$ cat src/rtl/pc_gen_unit_pkg.sv
// Shared definitions for the fetch-address generator: FSM state encoding,
// next-PC select codes and default vector constants.
package pc_gen_unit_pkg;

   localparam int unsigned ADDR_BITS_DEF   = 32;
   localparam logic [31:0] RESET_VECTOR_DEF = 32'h0000_3000;
   localparam logic [31:0] EXC_VECTOR_DEF   = 32'h0000_4180;
   localparam int unsigned BR_BASE_ADJ_DEF = 4;

   // FSM state encoding (2 bits)
   localparam logic [1:0] ST_RUN      = 2'd0;
   localparam logic [1:0] ST_HALTED   = 2'd1;
   localparam logic [1:0] ST_EXC_WAIT = 2'd2;

   // Next-PC source select
   typedef enum logic [2:0] {
      SEL_SEQ  = 3'd0,
      SEL_HOLD = 3'd1,
      SEL_BR   = 3'd2,
      SEL_J    = 3'd3,
      SEL_JR   = 3'd4,
      SEL_EXC  = 3'd5,
      SEL_ERET = 3'd6
   } pc_sel_e;

   // True for selects whose target comes from the target calculator and
   // therefore must be word aligned.
   function automatic logic is_calc_target(input pc_sel_e sel);
      return (sel == SEL_BR) || (sel == SEL_J) || (sel == SEL_JR) || (sel == SEL_ERET);
   endfunction

endpackage

$ cat src/rtl/pc_gen_unit_if.sv
// Control/redirect bus between the pipeline and the PC generator.
//   master: pipeline side, drives redirect requests, observes PC state.
//   slave : pc_gen_unit side.
interface pc_gen_unit_if
   import pc_gen_unit_pkg::*;
#(
   parameter int unsigned ADDR_BITS = ADDR_BITS_DEF
);
   logic                 stall;
   logic                 halt_req;
   logic                 resume;
   logic                 br_taken;
   logic [ADDR_BITS-1:0] br_pc;
   logic [15:0]          imm_16;
   logic                 jmp;
   logic                 jr;
   logic [25:0]          imm_26;
   logic [31:0]          jr_target;
   logic                 exc_req;
   logic [ADDR_BITS-1:0] exc_pc;
   logic                 eret;

   logic [ADDR_BITS-1:0] pc;
   logic [ADDR_BITS-1:0] pc_plus4;
   logic [ADDR_BITS-1:0] epc;
   logic                 misalign;
   logic                 halted;
   logic                 redirect;

   modport master (
      output stall, halt_req, resume, br_taken, br_pc, imm_16, jmp, jr,
             imm_26, jr_target, exc_req, exc_pc, eret,
      input  pc, pc_plus4, epc, misalign, halted, redirect
   );

   modport slave (
      input  stall, halt_req, resume, br_taken, br_pc, imm_16, jmp, jr,
             imm_26, jr_target, exc_req, exc_pc, eret,
      output pc, pc_plus4, epc, misalign, halted, redirect
   );
endinterface

$ cat src/rtl/pc_gen_unit_pc_target_calc.sv
// Combinational redirect-target calculator.
//   sel          : next-PC source chosen by the controller
//   pc, br_pc,
//   epc          : current PC, resolving-branch PC, saved exception PC
//   imm_16/26    : branch word offset / direct jump field
//   jr_target    : register operand for jr
//   target_c     : selected redirect target (branch, jump, jr or eret)
//   misaligned_c : selected target is not word aligned
module pc_target_calc
   import pc_gen_unit_pkg::*;
#(
   parameter int unsigned ADDR_BITS   = ADDR_BITS_DEF,
   parameter int unsigned BR_BASE_ADJ = BR_BASE_ADJ_DEF
) (
   input  pc_sel_e              sel,
   input  logic [ADDR_BITS-1:0] pc,
   input  logic [ADDR_BITS-1:0] br_pc,
   input  logic [ADDR_BITS-1:0] epc,
   input  logic [15:0]          imm_16,
   input  logic [25:0]          imm_26,
   input  logic [31:0]          jr_target,
   output logic [ADDR_BITS-1:0] target_c,
   output logic                 misaligned_c
);

   // Keeps the upper address region of pc; the jump field fills bits [27:0].
   localparam logic [ADDR_BITS-1:0] REGION_MASK = ~ADDR_BITS'(28'hFFF_FFFF);

   logic [ADDR_BITS-1:0] br_off;
   logic [ADDR_BITS-1:0] br_target;
   logic [ADDR_BITS-1:0] j_target;
   logic [ADDR_BITS-1:0] jr_tgt;

   assign br_off    = {{(ADDR_BITS-18){imm_16[15]}}, imm_16, 2'b00};
   assign br_target = br_pc - ADDR_BITS'(BR_BASE_ADJ) + br_off;
   assign j_target  = (pc & REGION_MASK) | ADDR_BITS'({imm_26, 2'b00});
   assign jr_tgt    = ADDR_BITS'(jr_target);

   // Target mux and alignment check
   always_comb begin
      target_c = pc;
      case (sel)
         SEL_BR:   target_c = br_target;
         SEL_J:    target_c = j_target;
         SEL_JR:   target_c = jr_tgt;
         SEL_ERET: target_c = epc;
         default:  target_c = pc;
      endcase
      misaligned_c = is_calc_target(sel) && (target_c[1:0] != 2'b00);
   end

endmodule

$ cat src/rtl/pc_gen_unit.sv
// Fetch-address generator: owns the PC and EPC registers and a small
// RUN/HALTED/EXC_WAIT controller.
//   clk, rst : clock, synchronous active-high reset
//   bus      : redirect requests in (stall, halt/resume, branch, jump, jr,
//              exception, eret); pc, pc_plus4, epc, misalign, halted,
//              redirect out. pc_plus4 is combinational from pc.
module pc_gen_unit
   import pc_gen_unit_pkg::*;
#(
   parameter int unsigned          ADDR_BITS    = ADDR_BITS_DEF,
   parameter logic [ADDR_BITS-1:0] RESET_VECTOR = ADDR_BITS'(RESET_VECTOR_DEF),
   parameter logic [ADDR_BITS-1:0] EXC_VECTOR   = ADDR_BITS'(EXC_VECTOR_DEF),
   parameter int unsigned          BR_BASE_ADJ  = BR_BASE_ADJ_DEF
) (
   input logic          clk,
   input logic          rst,
   pc_gen_unit_if.slave bus
);

   logic [1:0]           state_q, state_d;
   logic [ADDR_BITS-1:0] pc_q, pc_d;
   logic [ADDR_BITS-1:0] epc_q, epc_d;
   logic                 misalign_q, misalign_d;
   logic                 halted_q;
   logic                 redirect_q, redirect_d;
   pc_sel_e              sel;
   logic [ADDR_BITS-1:0] target_c;
   logic                 misaligned_c;
   logic                 fault;

   pc_target_calc #(
      .ADDR_BITS   (ADDR_BITS),
      .BR_BASE_ADJ (BR_BASE_ADJ)
   ) u_target_calc (
      .sel          (sel),
      .pc           (pc_q),
      .br_pc        (bus.br_pc),
      .epc          (epc_q),
      .imm_16       (bus.imm_16),
      .imm_26       (bus.imm_26),
      .jr_target    (bus.jr_target),
      .target_c     (target_c),
      .misaligned_c (misaligned_c)
   );

   // State and PC-related registers
   always_ff @(posedge clk) begin
      if (rst) begin
         state_q    <= ST_RUN;
         pc_q       <= RESET_VECTOR;
         epc_q      <= '0;
         misalign_q <= 1'b0;
         halted_q   <= 1'b0;
         redirect_q <= 1'b0;
      end else begin
         state_q    <= state_d;
         pc_q       <= pc_d;
         epc_q      <= epc_d;
         misalign_q <= misalign_d;
         halted_q   <= (state_d == ST_HALTED);
         redirect_q <= redirect_d;
      end
   end

   // Next-PC select, next state and register updates
   always_comb begin
      sel        = SEL_HOLD;
      state_d    = state_q;
      pc_d       = pc_q;
      epc_d      = epc_q;
      misalign_d = misalign_q;
      redirect_d = 1'b0;
      fault      = 1'b0;

      case (state_q)
         ST_RUN: begin
            if (bus.exc_req)       sel = SEL_EXC;
            else if (bus.eret)     sel = SEL_ERET;
            else if (bus.br_taken) sel = SEL_BR;
            else if (bus.jmp)      sel = bus.jr ? SEL_JR : SEL_J;
            else if (bus.stall)    sel = SEL_HOLD;
            else                   sel = SEL_SEQ;
         end
         ST_HALTED: begin
            if (bus.exc_req)     sel = SEL_EXC;
            else if (bus.resume) sel = bus.stall ? SEL_HOLD : SEL_SEQ;
            else                 sel = SEL_HOLD;
         end
         // One bubble cycle after a vector load: only sequential fetch.
         ST_EXC_WAIT: sel = bus.stall ? SEL_HOLD : SEL_SEQ;
         default:     sel = SEL_HOLD;
      endcase

      // A misaligned redirect target is converted into a vector load.
      fault = misaligned_c;

      case (sel)
         SEL_SEQ:  pc_d = pc_q + ADDR_BITS'(4);
         SEL_HOLD: pc_d = pc_q;
         SEL_EXC: begin
            pc_d  = EXC_VECTOR;
            epc_d = bus.exc_pc;
         end
         default: begin
            if (fault) begin
               pc_d       = EXC_VECTOR;
               epc_d      = target_c;
               misalign_d = 1'b1;
            end else begin
               pc_d = target_c;
            end
         end
      endcase

      redirect_d = (sel != SEL_SEQ) && (sel != SEL_HOLD);

      case (state_q)
         ST_RUN: begin
            if ((sel == SEL_EXC) || fault) state_d = ST_EXC_WAIT;
            else if (bus.halt_req)         state_d = ST_HALTED;
         end
         ST_HALTED: begin
            if (sel == SEL_EXC)  state_d = ST_EXC_WAIT;
            else if (bus.resume) state_d = ST_RUN;
         end
         ST_EXC_WAIT: state_d = ST_RUN;
         default:     state_d = ST_RUN;
      endcase
   end

   assign bus.pc       = pc_q;
   assign bus.pc_plus4 = pc_q + ADDR_BITS'(4);
   assign bus.epc      = epc_q;
   assign bus.misalign = misalign_q;
   assign bus.halted   = halted_q;
   assign bus.redirect = redirect_q;

endmodule

$ cat src/flat_wrapper.sv
// flat-port wrapper written by rule: the top's interface ports become plain ports
module pc_gen_unit_flat import pc_gen_unit_pkg::*;
#(
   parameter int unsigned          ADDR_BITS    = ADDR_BITS_DEF,
   parameter logic [ADDR_BITS-1:0] RESET_VECTOR = ADDR_BITS'(RESET_VECTOR_DEF),
   parameter logic [ADDR_BITS-1:0] EXC_VECTOR   = ADDR_BITS'(EXC_VECTOR_DEF),
   parameter int unsigned          BR_BASE_ADJ  = BR_BASE_ADJ_DEF
)
  (clk, rst, bus_stall, bus_halt_req, bus_resume, bus_br_taken, bus_br_pc, bus_imm_16, bus_jmp, bus_jr, bus_imm_26, bus_jr_target, bus_exc_req, bus_exc_pc, bus_eret, bus_pc, bus_pc_plus4, bus_epc, bus_misalign, bus_halted, bus_redirect);
  pc_gen_unit_if #(.ADDR_BITS(ADDR_BITS)) bus_i ();
  input logic clk;
  input logic rst;
  input wire logic [$bits(bus_i.stall)-1:0] bus_stall;
  input wire logic [$bits(bus_i.halt_req)-1:0] bus_halt_req;
  input wire logic [$bits(bus_i.resume)-1:0] bus_resume;
  input wire logic [$bits(bus_i.br_taken)-1:0] bus_br_taken;
  input wire logic [$bits(bus_i.br_pc)-1:0] bus_br_pc;
  input wire logic [$bits(bus_i.imm_16)-1:0] bus_imm_16;
  input wire logic [$bits(bus_i.jmp)-1:0] bus_jmp;
  input wire logic [$bits(bus_i.jr)-1:0] bus_jr;
  input wire logic [$bits(bus_i.imm_26)-1:0] bus_imm_26;
  input wire logic [$bits(bus_i.jr_target)-1:0] bus_jr_target;
  input wire logic [$bits(bus_i.exc_req)-1:0] bus_exc_req;
  input wire logic [$bits(bus_i.exc_pc)-1:0] bus_exc_pc;
  input wire logic [$bits(bus_i.eret)-1:0] bus_eret;
  output wire logic [$bits(bus_i.pc)-1:0] bus_pc;
  output wire logic [$bits(bus_i.pc_plus4)-1:0] bus_pc_plus4;
  output wire logic [$bits(bus_i.epc)-1:0] bus_epc;
  output wire logic [$bits(bus_i.misalign)-1:0] bus_misalign;
  output wire logic [$bits(bus_i.halted)-1:0] bus_halted;
  output wire logic [$bits(bus_i.redirect)-1:0] bus_redirect;
  assign bus_i.stall = bus_stall;
  assign bus_i.halt_req = bus_halt_req;
  assign bus_i.resume = bus_resume;
  assign bus_i.br_taken = bus_br_taken;
  assign bus_i.br_pc = bus_br_pc;
  assign bus_i.imm_16 = bus_imm_16;
  assign bus_i.jmp = bus_jmp;
  assign bus_i.jr = bus_jr;
  assign bus_i.imm_26 = bus_imm_26;
  assign bus_i.jr_target = bus_jr_target;
  assign bus_i.exc_req = bus_exc_req;
  assign bus_i.exc_pc = bus_exc_pc;
  assign bus_i.eret = bus_eret;
  assign bus_pc = bus_i.pc;
  assign bus_pc_plus4 = bus_i.pc_plus4;
  assign bus_epc = bus_i.epc;
  assign bus_misalign = bus_i.misalign;
  assign bus_halted = bus_i.halted;
  assign bus_redirect = bus_i.redirect;
  pc_gen_unit #(.ADDR_BITS(ADDR_BITS), .RESET_VECTOR(RESET_VECTOR), .EXC_VECTOR(EXC_VECTOR), .BR_BASE_ADJ(BR_BASE_ADJ)) u_core (.clk(clk), .rst(rst), .bus(bus_i));
endmodule
$ cat config.mk
export PLATFORM = sky130hd
export DESIGN_NAME = pc_gen_unit_flat
export DESIGN_NICKNAME = d
export VERILOG_FILES = /design/src/rtl/pc_gen_unit_pkg.sv /design/src/rtl/pc_gen_unit_if.sv /design/src/rtl/pc_gen_unit_pc_target_calc.sv /design/src/rtl/pc_gen_unit.sv /design/src/flat_wrapper.sv
export SDC_FILE = /design/constraint.sdc
export NUM_CORES = 1
export LEC_CHECK = 0
export CAP_MARGIN = 5
export CORE_ASPECT_RATIO = 0.9
export CORE_UTILIZATION = 50
export CTS_BUF_LIST = sky130_fd_sc_hd__clkbuf_8
export DETAILED_ROUTE_END_ITERATION = 7
export PLACE_DENSITY = 0.94
export SYNTH_ARGS = -nofsm -noshare
export SYNTH_HDL_FRONTEND = slang
export SYNTH_SLANG_ARGS = --single-unit
$ cat constraint.sdc
create_clock -name clk -period 4.5 [get_ports clk]
set_input_delay 0.45 -clock clk [delete_from_list [all_inputs] [get_ports clk]]
set_output_delay 0.45 -clock clk [all_outputs]
set_load 0.05 [all_outputs]
==> summary by stage <==
Worst setup path
The most repeated library cell on the critical path is sky130_fd_sc_hd__nand3_1. Walking the worst path, the cells encountered are ha_1, nand3_1, nor2_1, and3_1, and4_1, nand3_1, xnor2_1, clkdlybuf4s50_1. The startpoint of the most critical setup path is u_core.bus.pc[2]$_SDFFE_PP0N_. The endpoint arrival time on the critical path is 3470 ps. The slowest stage of the critical path belongs to the cell sky130_fd_sc_hd__clkdlybuf4s50_1. In this run the critical register-to-register path is launched from u_core.state_q[1]$_SDFF_PP0_. The maximum cell stage delay along the critical path is 850 ps. STA classifies the critical path endpoint as an output port. The worst register-to-register path ends at u_core.bus.pc[22]$_SDFFE_PP0N_. The last element of the critical path is bus_pc_plus4[30]. The worst setup path is launched from a flop. For flop-to-flop paths, the worst setup slack is 1290 ps. The count of cells along the worst register-to-register path is 8. The required time at the worst-slack endpoint is 4050 ps. The type of the setup path with the least slack is reg2out. The biggest fanout along the worst timing path is 6.

Global routing
The initial antenna violation count is 0. The first global-routing pass estimated 42700 um of wire. The number of global-route vias before repair was 8171. Entering global routing, the biggest net connects between 40 and 50 pins.

For this run, the total global-route usage over all layers was measured as 0.371. The total overflow reported by the global router is 0.

STA
The slew at the pin with the worst max-slew slack is 1150 ps. The max-slew headroom at the worst pin is 0.231. Setup violations remaining at the end of the flow were counted as 0. Setup repair after global routing left no endpoint under its margin. In the finished design, the share of the clock period the worst path needs comes to 0.871.

Summed over all failing endpoints, the final setup total negative slack is 0 ps. The final setup skew is 11.8 ps. Derived from the worst setup path, the maximum achievable clock frequency is 255 MHz. The max-slew violation total from the final report came to 0. The count of endpoints failing hold in the final timing report was 0. The final critical-path required period is 3920 ps.

Clocking
CTS built an H-tree with a depth of 3. In this run the deepest clock path goes through 2 buffers. The cell sitting at the root of the clock tree is a sky130_fd_sc_hd__clkbuf_8. The number of buffers inserted for hold repair after clock tree synthesis is 0. Gates resized during post-CTS repair numbered 0.

The clock-pin transition on the worst setup and hold timing paths is 80 ps. At the later pin of the worst-skew pair, clock insertion delay measures 370 ps. In this run, CTS created clock tree buffers numbering 9. The tree built by TritonCTS fans out to 69 sinks. TritonCTS built the clock tree.

The post-CTS setup buffer count is 0.

Placed design
The wire-length estimate of the detail-placed layout is 21200 um. The final weighted congestion in routability-driven placement is 1.05. The quantity of I/O buffers inserted on ports is 246.

Yosys
The most used flip-flop cell after synthesis is sky130_fd_sc_hd__dfxtp_1. The sequential element share of the synthesized area is 0.192. After synthesis, the cell types taking the most area are sky130_fd_sc_hd__dfxtp_1, sky130_fd_sc_hd__ha_1, sky130_fd_sc_hd__nand2_1, sky130_fd_sc_hd__a21oi_1, sky130_fd_sc_hd__inv_1. Counting flops with an async set or reset pin after synthesis yields a share of 0.

The number of nets handed over by synthesis was 1222. The average instance area after synthesis is 7.10 um2. Counting flops and latches in the post-synthesis netlist gives 69.

The distinct cell type count of the synthesized netlist is 87. Yosys mapped a number of flops with a built-in enable equal to 0. The number of warnings issued by yosys is 0.

The cell area after technology mapping is 7200 um2. Of the post-synthesis cell area, the dominant cell type holds 0.192. The number of instances in the synthesized netlist is 1015. The biggest area contributor in the post-synthesis netlist is sky130_fd_sc_hd__dfxtp_1.

Finish
The fraction of layout instances using a drive strength above 1 is 0.0567. The number of nets in the layout is ~1.4k. The number of inserted diodes is 0. The area growth from synthesis to layout is 38.1%. The filler cell count is approximately 1.2k.

Pwr
The overall power is 3.06 mW. VDD sags by at most about 200 uV. In this run the power density over the cells is between 300 and 400 nW/um2. For this design the static power due to leakage is 4.24 nW.

Floorplanning
The floorplan step set the die height to between 100 and 150 um. The die is 129 um wide. After floorplanning, the core was divided into 41 placement rows.

The area inside the core boundary is approximately 14000 um2. Pin placement for this block handled 247 I/O pins. The die covers ~15000 um2.

The starting density of the core is 0.513.

Detailed routing
The first-pass detailed-route iteration total is 8. The total number of vias is 8740. The final layout contains routed wiring with a total length of 27700 um. Using the TritonRoute via totals, the vias-per-cell ratio works out to 6.12. The final antenna-violating net count is 0. The detail-routed net length per standard cell is 19.4 um.

The detailed router's first-iteration violation count is 961. For this run, design rule violations remaining after detail routing come to 1.

Min path
The cell count of the worst hold path is 2. The class of the tightest hold or removal check is reg2reg.

Run status
The checks that failed: design-rule violations. The flow ran to the end, but the final reports show violations.

Run
Across the run, the number of max-cap violations was 0.
==> flip-flops by register name (all words and copies together), names as in the netlist <==
name and cells:
u_core.bus.misalign 1, u_core.bus.halted 1, u_core.bus.epc 32, u_core.bus.pc 32, u_core.bus.redirect 1, u_core.state_q 2
==> stage by stage <==
stage          area, um2  setup WS (ps)  hold WS (ps)  std cells   util
5_1_grt             9950            468           511       1428  0.708
6_report            9950            581           484       1428  0.708
2_1_floorplan       7200           1080           586       1015      -
3_5_place_dp        9720            619           468       1412  0.692
3_3_place_gp        9720            720           452       1412  0.692
4_1_cts             9950            655           483       1428  0.708
==> cell usage after synthesis (5+ instances only) <==
cell type and number:
sky130_fd_sc_hd__nand2_1 126, sky130_fd_sc_hd__inv_1 110, sky130_fd_sc_hd__a21oi_1 88, sky130_fd_sc_hd__nor2_1 84, sky130_fd_sc_hd__dfxtp_1 69, sky130_fd_sc_hd__ha_1 58
sky130_fd_sc_hd__o21ai_0 54, sky130_fd_sc_hd__nand3_1 31, sky130_fd_sc_hd__xnor2_1 31, sky130_fd_sc_hd__clkbuf_1 26, sky130_fd_sc_hd__xor2_1 24, sky130_fd_sc_hd__buf_2 21
sky130_fd_sc_hd__nor3_1 21, sky130_fd_sc_hd__a31oi_1 20, sky130_fd_sc_hd__mux2i_1 19, sky130_fd_sc_hd__a211oi_1 18, sky130_fd_sc_hd__o21ai_1 17, sky130_fd_sc_hd__a21o_1 16
sky130_fd_sc_hd__o211ai_1 12, sky130_fd_sc_hd__and3_1 11, sky130_fd_sc_hd__nand4_1 9, sky130_fd_sc_hd__buf_6 8, sky130_fd_sc_hd__o221ai_1 8, sky130_fd_sc_hd__a221oi_1 7
sky130_fd_sc_hd__and2_1 7, sky130_fd_sc_hd__and4_1 7, sky130_fd_sc_hd__buf_4 5, sky130_fd_sc_hd__nand2b_1 5, sky130_fd_sc_hd__or2_2 5
==> cell type report <==
type | instances | area, um2 | share of cell area
clock buffers | 11 | 151 | 0.0152
clock inverters | 5 | 73.8 | 0.00742
inverters | 111 | 417 | 0.0419
multi-input cells | 774 | 5080 | 0.511
flip-flops and latches | 69 | 1380 | 0.139
well taps | 193 | 241 | 0.0243
repair buffers | 265 | 2610 | 0.262
==> worst min-delay path by stage <==
| stage | start | end | slack [ps] |
|---|---|---|---|
| 3_5_place_dp | u_core.bus.misalign$_SDFFE_PP0P_ | u_core.bus.misalign$_SDFFE_PP0P_ | 470 |
| 2_1_floorplan | bus_exc_pc[2] | u_core.bus.epc[2]$_SDFFE_PP0P_ | 590 |
| 4_1_cts | u_core.bus.misalign$_SDFFE_PP0P_ | u_core.bus.misalign$_SDFFE_PP0P_ | 480 |
| 5_1_grt | u_core.bus.misalign$_SDFFE_PP0P_ | u_core.bus.misalign$_SDFFE_PP0P_ | 510 |
| 6_report | u_core.bus.misalign$_SDFFE_PP0P_ | u_core.bus.misalign$_SDFFE_PP0P_ | 480 |
| 3_3_place_gp | u_core.bus.misalign$_SDFFE_PP0P_ | u_core.bus.misalign$_SDFFE_PP0P_ | 450 |
==> critical path, delay by kind of cell, from the launching register on <==
family / cells / cell delay [ps]
xor+xnor: 1 / 230
fa+ha+maj: 1 / 280
buf+inv: 1 / 850
flops: 1 / 450
simple gates: 5 / 1290
==> cell usage in the layout (no fill, tap or decap), types with 31 or more instances in the layout <==
cell type	instances
sky130_fd_sc_hd__clkdlybuf4s50_1	246
sky130_fd_sc_hd__nand2_1	126
sky130_fd_sc_hd__inv_1	111
sky130_fd_sc_hd__a21oi_1	88
sky130_fd_sc_hd__nor2_1	84
sky130_fd_sc_hd__dfxtp_1	69
sky130_fd_sc_hd__ha_1	58
sky130_fd_sc_hd__o21ai_0	53
sky130_fd_sc_hd__nand3_1	31
sky130_fd_sc_hd__xnor2_1	31
==> per-layer routing <==
layer,up-vias,global-route usage,routed length (um)
met3,110,0.0739,3380
met4,0,0.171,1200
met1,3962,0.465,10400
li1,4001,-,-
met5,-,0,0
met2,667,0.616,12700
==> report_power, final <==
part	total (mW)	leakage, nW	internal [mW]	switching (mW)
registers	0.785	0.568	0.677	0.108
clock network	0.605	0.121	0.339	0.266
logic	1.67	3.55	0.630	1.04
==> cell families after synthesis <==
family / share of synthesized area
buf+inv: 0.104
flops: 0.192
mux: 0.0300
compound gates: 0.277
simple gates: 0.226
fa+ha+maj: 0.104
xor+xnor: 0.0669
Note: power is estimated with default switching activity, not from simulation.
